[config.mk]
export PLATFORM = sky130hd
export DESIGN_NAME = arm_imm_encoder
export DESIGN_NICKNAME = d
export VERILOG_FILES = /design/src/rtl/arm_imm_encoder.sv
export SDC_FILE = /design/constraint.sdc
export NUM_CORES = 1
export LEC_CHECK = 0
export ABC_CLOCK_PERIOD_IN_PS = 12100
export CORE_MARGIN = 2
export CORE_UTILIZATION = 60
export DETAILED_ROUTE_END_ITERATION = 16
export MAX_ROUTING_LAYER = met4
export PLACE_DENSITY = 0.83
export SYNTH_ARGS = -nofsm -noshare
export SYNTH_HDL_FRONTEND = slang
export SYNTH_SLANG_ARGS = --single-unit
[constraint.sdc]
create_clock -name clk -period 12.1 [get_ports clk]
set_input_delay 2.42 -clock clk [delete_from_list [all_inputs] [get_ports clk]]
set_output_delay 2.42 -clock clk [all_outputs]
set_load 0.05 [all_outputs]
[src/rtl/arm_imm_encoder.sv]
// Iterative search for an ARM data-processing immediate {rotate_imm, immed_8} that
// reproduces a 32-bit constant, optionally falling back to an encoding of ~value (MVN).
module arm_imm_encoder #(
  parameter int ROTS_PER_CYCLE = 1,
  parameter int CHECK_INVERTED = 1
) (
  input  logic        clk,
  input  logic        rst,
  input  logic        start,
  input  logic [31:0] value,
  output logic        busy,
  output logic        done,
  output logic        encodable,
  output logic        inverted,
  output logic [11:0] shift_operand,
  output logic [1:0]  dbg_state
);

  // Handshake: start is taken only in IDLE, with value sampled on that same edge;
  // done is a one-cycle pulse and the result outputs are valid from it until the
  // next accepted start. start seen in SEARCH or DONE is dropped, not queued.
  typedef enum logic [1:0] {IDLE = 2'd0, SEARCH = 2'd1, DONE = 2'd2} state_e;

  state_e      state_q, state_d;
  logic [31:0] value_q, value_d;
  logic [3:0]  r_q, r_d;
  logic        inv_found_q, inv_found_d;
  logic [11:0] inv_so_q, inv_so_d;
  logic        enc_q, enc_d;
  logic        inv_q, inv_d;
  logic [11:0] so_q, so_d;

  logic [4:0]  r_next;
  logic        last_grp;
  logic        dir_hit, grp_inv_hit;
  logic [11:0] dir_so, grp_inv_so;
  logic [3:0]  rot;
  logic [31:0] cand, cand_n;

  // Rotate left by 2*r; a shift by 32 yields zero, which covers r == 0.
  function automatic logic [31:0] rol2(input logic [31:0] v, input logic [3:0] r);
    logic [5:0] sh;
    sh = {1'b0, r, 1'b0};
    return (v << sh) | (v >> (6'd32 - sh));
  endfunction

  assign r_next   = {1'b0, r_q} + 5'(ROTS_PER_CYCLE);
  assign last_grp = r_next[4];

  // Test this cycle's group of rotations; the lowest hit of each kind wins.
  always_comb begin
    dir_hit     = 1'b0;
    dir_so      = '0;
    grp_inv_hit = 1'b0;
    grp_inv_so  = '0;
    rot         = '0;
    cand        = '0;
    cand_n      = '0;
    for (int g = 0; g < ROTS_PER_CYCLE; g++) begin
      rot    = r_q + 4'(g);
      cand   = rol2(value_q, rot);
      cand_n = rol2(~value_q, rot);
      if (!dir_hit && cand[31:8] == 24'd0) begin
        dir_hit = 1'b1;
        dir_so  = {rot, cand[7:0]};
      end
      if (CHECK_INVERTED != 0 && !grp_inv_hit && cand_n[31:8] == 24'd0) begin
        grp_inv_hit = 1'b1;
        grp_inv_so  = {rot, cand_n[7:0]};
      end
    end
  end

  always_comb begin
    state_d     = state_q;
    value_d     = value_q;
    r_d         = r_q;
    inv_found_d = inv_found_q;
    inv_so_d    = inv_so_q;
    enc_d       = enc_q;
    inv_d       = inv_q;
    so_d        = so_q;
    case (state_q)
      IDLE: begin
        if (start) begin
          value_d     = value;
          r_d         = '0;
          inv_found_d = 1'b0;
          inv_so_d    = '0;
          state_d     = SEARCH;
        end
      end
      SEARCH: begin
        if (grp_inv_hit && !inv_found_q) begin
          inv_found_d = 1'b1;
          inv_so_d    = grp_inv_so;
        end
        if (dir_hit) begin
          enc_d   = 1'b1;
          inv_d   = 1'b0;
          so_d    = dir_so;
          state_d = DONE;
        end else if (last_grp) begin
          if (inv_found_q || grp_inv_hit) begin
            enc_d = 1'b1;
            inv_d = 1'b1;
            so_d  = inv_found_q ? inv_so_q : grp_inv_so;
          end else begin
            enc_d = 1'b0;
            inv_d = 1'b0;
            so_d  = '0;
          end
          state_d = DONE;
        end else begin
          r_d = r_next[3:0];
        end
      end
      DONE:    state_d = IDLE;
      default: state_d = IDLE;
    endcase
  end

  always_ff @(posedge clk or negedge rst) begin
    if (!rst) begin
      state_q     <= IDLE;
      value_q     <= '0;
      r_q         <= '0;
      inv_found_q <= 1'b0;
      inv_so_q    <= '0;
      enc_q       <= 1'b0;
      inv_q       <= 1'b0;
      so_q        <= '0;
    end else begin
      state_q     <= state_d;
      value_q     <= value_d;
      r_q         <= r_d;
      inv_found_q <= inv_found_d;
      inv_so_q    <= inv_so_d;
      enc_q       <= enc_d;
      inv_q       <= inv_d;
      so_q        <= so_d;
    end
  end

  assign busy          = (state_q == SEARCH);
  assign done          = (state_q == DONE);
  assign encodable     = enc_q;
  assign inverted      = inv_q;
  assign shift_operand = so_q;
  assign dbg_state     = state_q;

endmodule

==> impl_metrics.py <==
metrics = {
    "detailed_routing": {
        "drt_iter0_markers": 1075,
        "drt-total-wl_mm": 23.64,
        "drc": 0,
        "vias_per_cell": 7.765,
        "vias": 6926,
        "avgRoutedWirePerCell_microns": 26.51,
        "drt.antenna.violating_nets": 0,
        "drt-pass1-iter-count": 8,
    },
    "clocking": {
        "cts_root_buffer": "clkbuf_16",
        "cts_buffers": 9,
        "cts_num_sinks": 65,
        "cts_buffer_depth": 2,
        "tritoncts": "done",
        "cts_hold_buf": 0,
        "clk_pin_slew_ns": 0.06,
        "clkLatencyLatePin_ns": 0.35,
        "postCtsSetupBuffers": 0,
        "cts_resized": 0,
        "ctsHtreeMaxLevel": 3,
    },
    "synth": {
        "syn_nets": 797,
        "syn_area_sq_um": 6783,
        "ys_types": 77,
        "synth-edff-count": 0,
        "ys_seq_area_frac": 0.2398,
        "synth.most_common_cell": "nand2_1",
        "synth_area_per_cell_sq_um": 8.925,
        "syn_inst": 760,
        "yosys-top-cells-area": "dfrtp_1 (24%), mux4_2 (15%), mux2_2 (7.8%)",
        "postSynth.asyncResetShare": 1.000,
        "synth_common_cells": "nand2_1 (92), dfrtp_1 (65), o21ai_0 (49)",
        "synth-seq-cells": 65,
        "ys.flop_type": "dfrtp_1",
        "ys.warnings.count": 0,
        "synth_top_area_frac": 0.2398,
        "yosysTopAreaCell": "dfrtp_1",
    },
    "flow_run": {
        "cap_violations": 0,
    },
    "placement": {
        "io_buffers": 52,
        "dpl.hpwl_mm": 16.50,
        "gp_congestion": 1.096,
    },
    "worst_setup_path": {
        "timing.rr.start": "r_q[0]$_DFFE_PN0P_",
        "required_ns": 12.32,
        "crit_top_cell": "o31a_1",
        "endpoint": "inverted$_DFFE_PN0P_",
        "r2r-end": "inverted$_DFFE_PN0P_",
        "rrSetupSlack_ns": 6.36,
        "end_kind": "register",
        "start_kind": "register",
        "cp.arrival_ns": 5.95,
        "startpoint": "r_q[0]$_DFFE_PN0P_",
        "critPathMaxStageDelay_ns": 0.79,
        "cp_max_fo": 57,
        "reg2regPathDepth": 11,
        "crit_type": "register to register",
        "cp_slowest_cell": "clkinv_1",
        "path_cells": "clkinv_1 -> ha_2 -> buf_4 -> mux2i_1 -> o22ai_1 -> or4_1 -> o31a_1 -> o31a_1 -> nand4b_1 -> o22a_1 -> o21ai_0",
    },
    "min_path": {
        "hold_path_class": "register to register",
        "min-delay-start": "shift_operand[6]$_DFFE_PN0P_",
    },
    "finish": {
        "synthToLayoutAreaGrowth_pct": 10.05,
        "fillCellCount": 856,
        "nNetsFinal": 784,
        "drive_above_1_share": 0.1782,
        "antenna_cells": 0,
    },
    "global_routing": {
        "grt_max_degree": 69,
        "grt_pass1_wl_mm": 36.80,
        "grtUsageTotal": 0.4200,
        "grt_pass1_vias": 6469,
        "antenna_found_initial": 0,
        "overflow": 0,
    },
    "die": {
        "dieWidth_microns": 110.3,
        "core_sq_um": 10940,
        "dieArea_sq_um": 12170,
        "io_pins": 53,
        "start_util": 0.6203,
        "die_height_microns": 110.3,
        "fp-row-count": 38,
    },
    "timing": {
        "worstMarginPinSlew_ns": 0.9036,
        "fin_worst_skew_ns": 0.01117,
        "setup_viol": 0,
        "rsz0062_at_grt": "no",
        "fmax_mhz": 174.3,
        "holdWs_ns": 0.4822,
        "fin_crit_sh": 0.4740,
        "tns_ns": 0,
        "hold_violations": 0,
        "drv_slew": 0,
        "period_minus_slack_ns": 5.736,
        "slew_headroom": 0.3976,
    },
    "status": {
        "outcome": "complete, no violations",
    },
}
==> cell families (layout without fill, tap and decap cells) <==
kind of cell,after synthesis,after routing,share of synthesized area
compound gates,225,225,0.2293
flops,65,65,0.2398
xor+xnor,2,2,0.002583
buf+inv,97,89,0.06917
fa+ha+maj,2,2,0.003689
mux,135,135,0.2909
simple gates,234,234,0.1645
==> flip-flops by register name, indices dropped and copies added (netlist names) <==
| signal | cells |
|---|---|
| inv_found_q | 1 |
| inverted | 1 |
| dbg_state | 2 |
| shift_operand | 12 |
| encodable | 1 |
| r_q | 4 |
| value_q | 32 |
| inv_so_q | 12 |
==> per-stage QoR <==
stage | area (sq um) | std cells | worst slack (ns) | util
after floorplan | 6783 | 760 | 7.829 | -
after global placement | 7137 | 876 | 6.647 | 0.6526
after detailed placement | 7137 | 876 | 6.552 | 0.6526
after CTS | 7465 | 892 | 6.524 | 0.6826
after global routing | 7465 | 892 | 6.155 | 0.6826
final | 7465 | 892 | 6.364 | 0.6826
==> worst min-delay path by stage <==
stage | cells after the start | endpoint
after floorplan | 1 | inv_so_q[7]$_DFFE_PN0P_
after global placement | 2 | inverted$_DFFE_PN0P_
after detailed placement | 2 | shift_operand[0]$_DFFE_PN0P_
after CTS | 2 | shift_operand[6]$_DFFE_PN0P_
after global routing | 2 | shift_operand[6]$_DFFE_PN0P_
final | 2 | shift_operand[6]$_DFFE_PN0P_
==> cell usage in the layout, fill, tap and decap left out, drive strengths merged, types with 7 or more instances in the layout <==
cell type and instances:
mux2i 43, nand4 8, and2 13, inv 12, nand2b 7, nor2 45, clkbuf 9, clkdlybuf4s50 51
o211ai 8, a31oi 16, nand3 18, o31ai 7, mux2 47, o21ai 55, a22o 13, nor3 15
nand2 92, a21oi 37, buf 10, mux4 45, dfrtp 65, a221oi 8
==> critical path, delay by kind of cell (launching register included) <==
kind                     cells  cell delay [ns]
AO/OA/AOI/OAI                5             1.62
buffers and inverters        2             1.36
AND/OR/NAND/NOR              2             0.77
flip-flops                   1             0.71
adder cells (fa/ha/maj)      1             0.63
multiplexers                 1             0.45
==> area by class of cell <==
class,count,area (sq um),area share
multi-input combinational,598,4702,0.6299
sequential,65,1632,0.2186
clock buffer,9,225.2,0.03017
tap,140,175.2,0.02347
inverter,12,45.04,0.006034
timing repair buffer,61,583.1,0.07811
clock inverter,7,102.6,0.01374
==> routing by layer <==
layer / track usage / vias to the layer above / part of all wire
li1: - / 2889 / -
met3: 0.08230 / 129 / 0.13
met4: 0.2241 / 0 / 0.059
met1: 0.5529 / 3284 / 0.36
met5: - / - / 0
met2: 0.6152 / 624 / 0.44
Power is not shown: default switching activity piles up to over one toggle a cycle in this logic, so the estimate is an artifact.
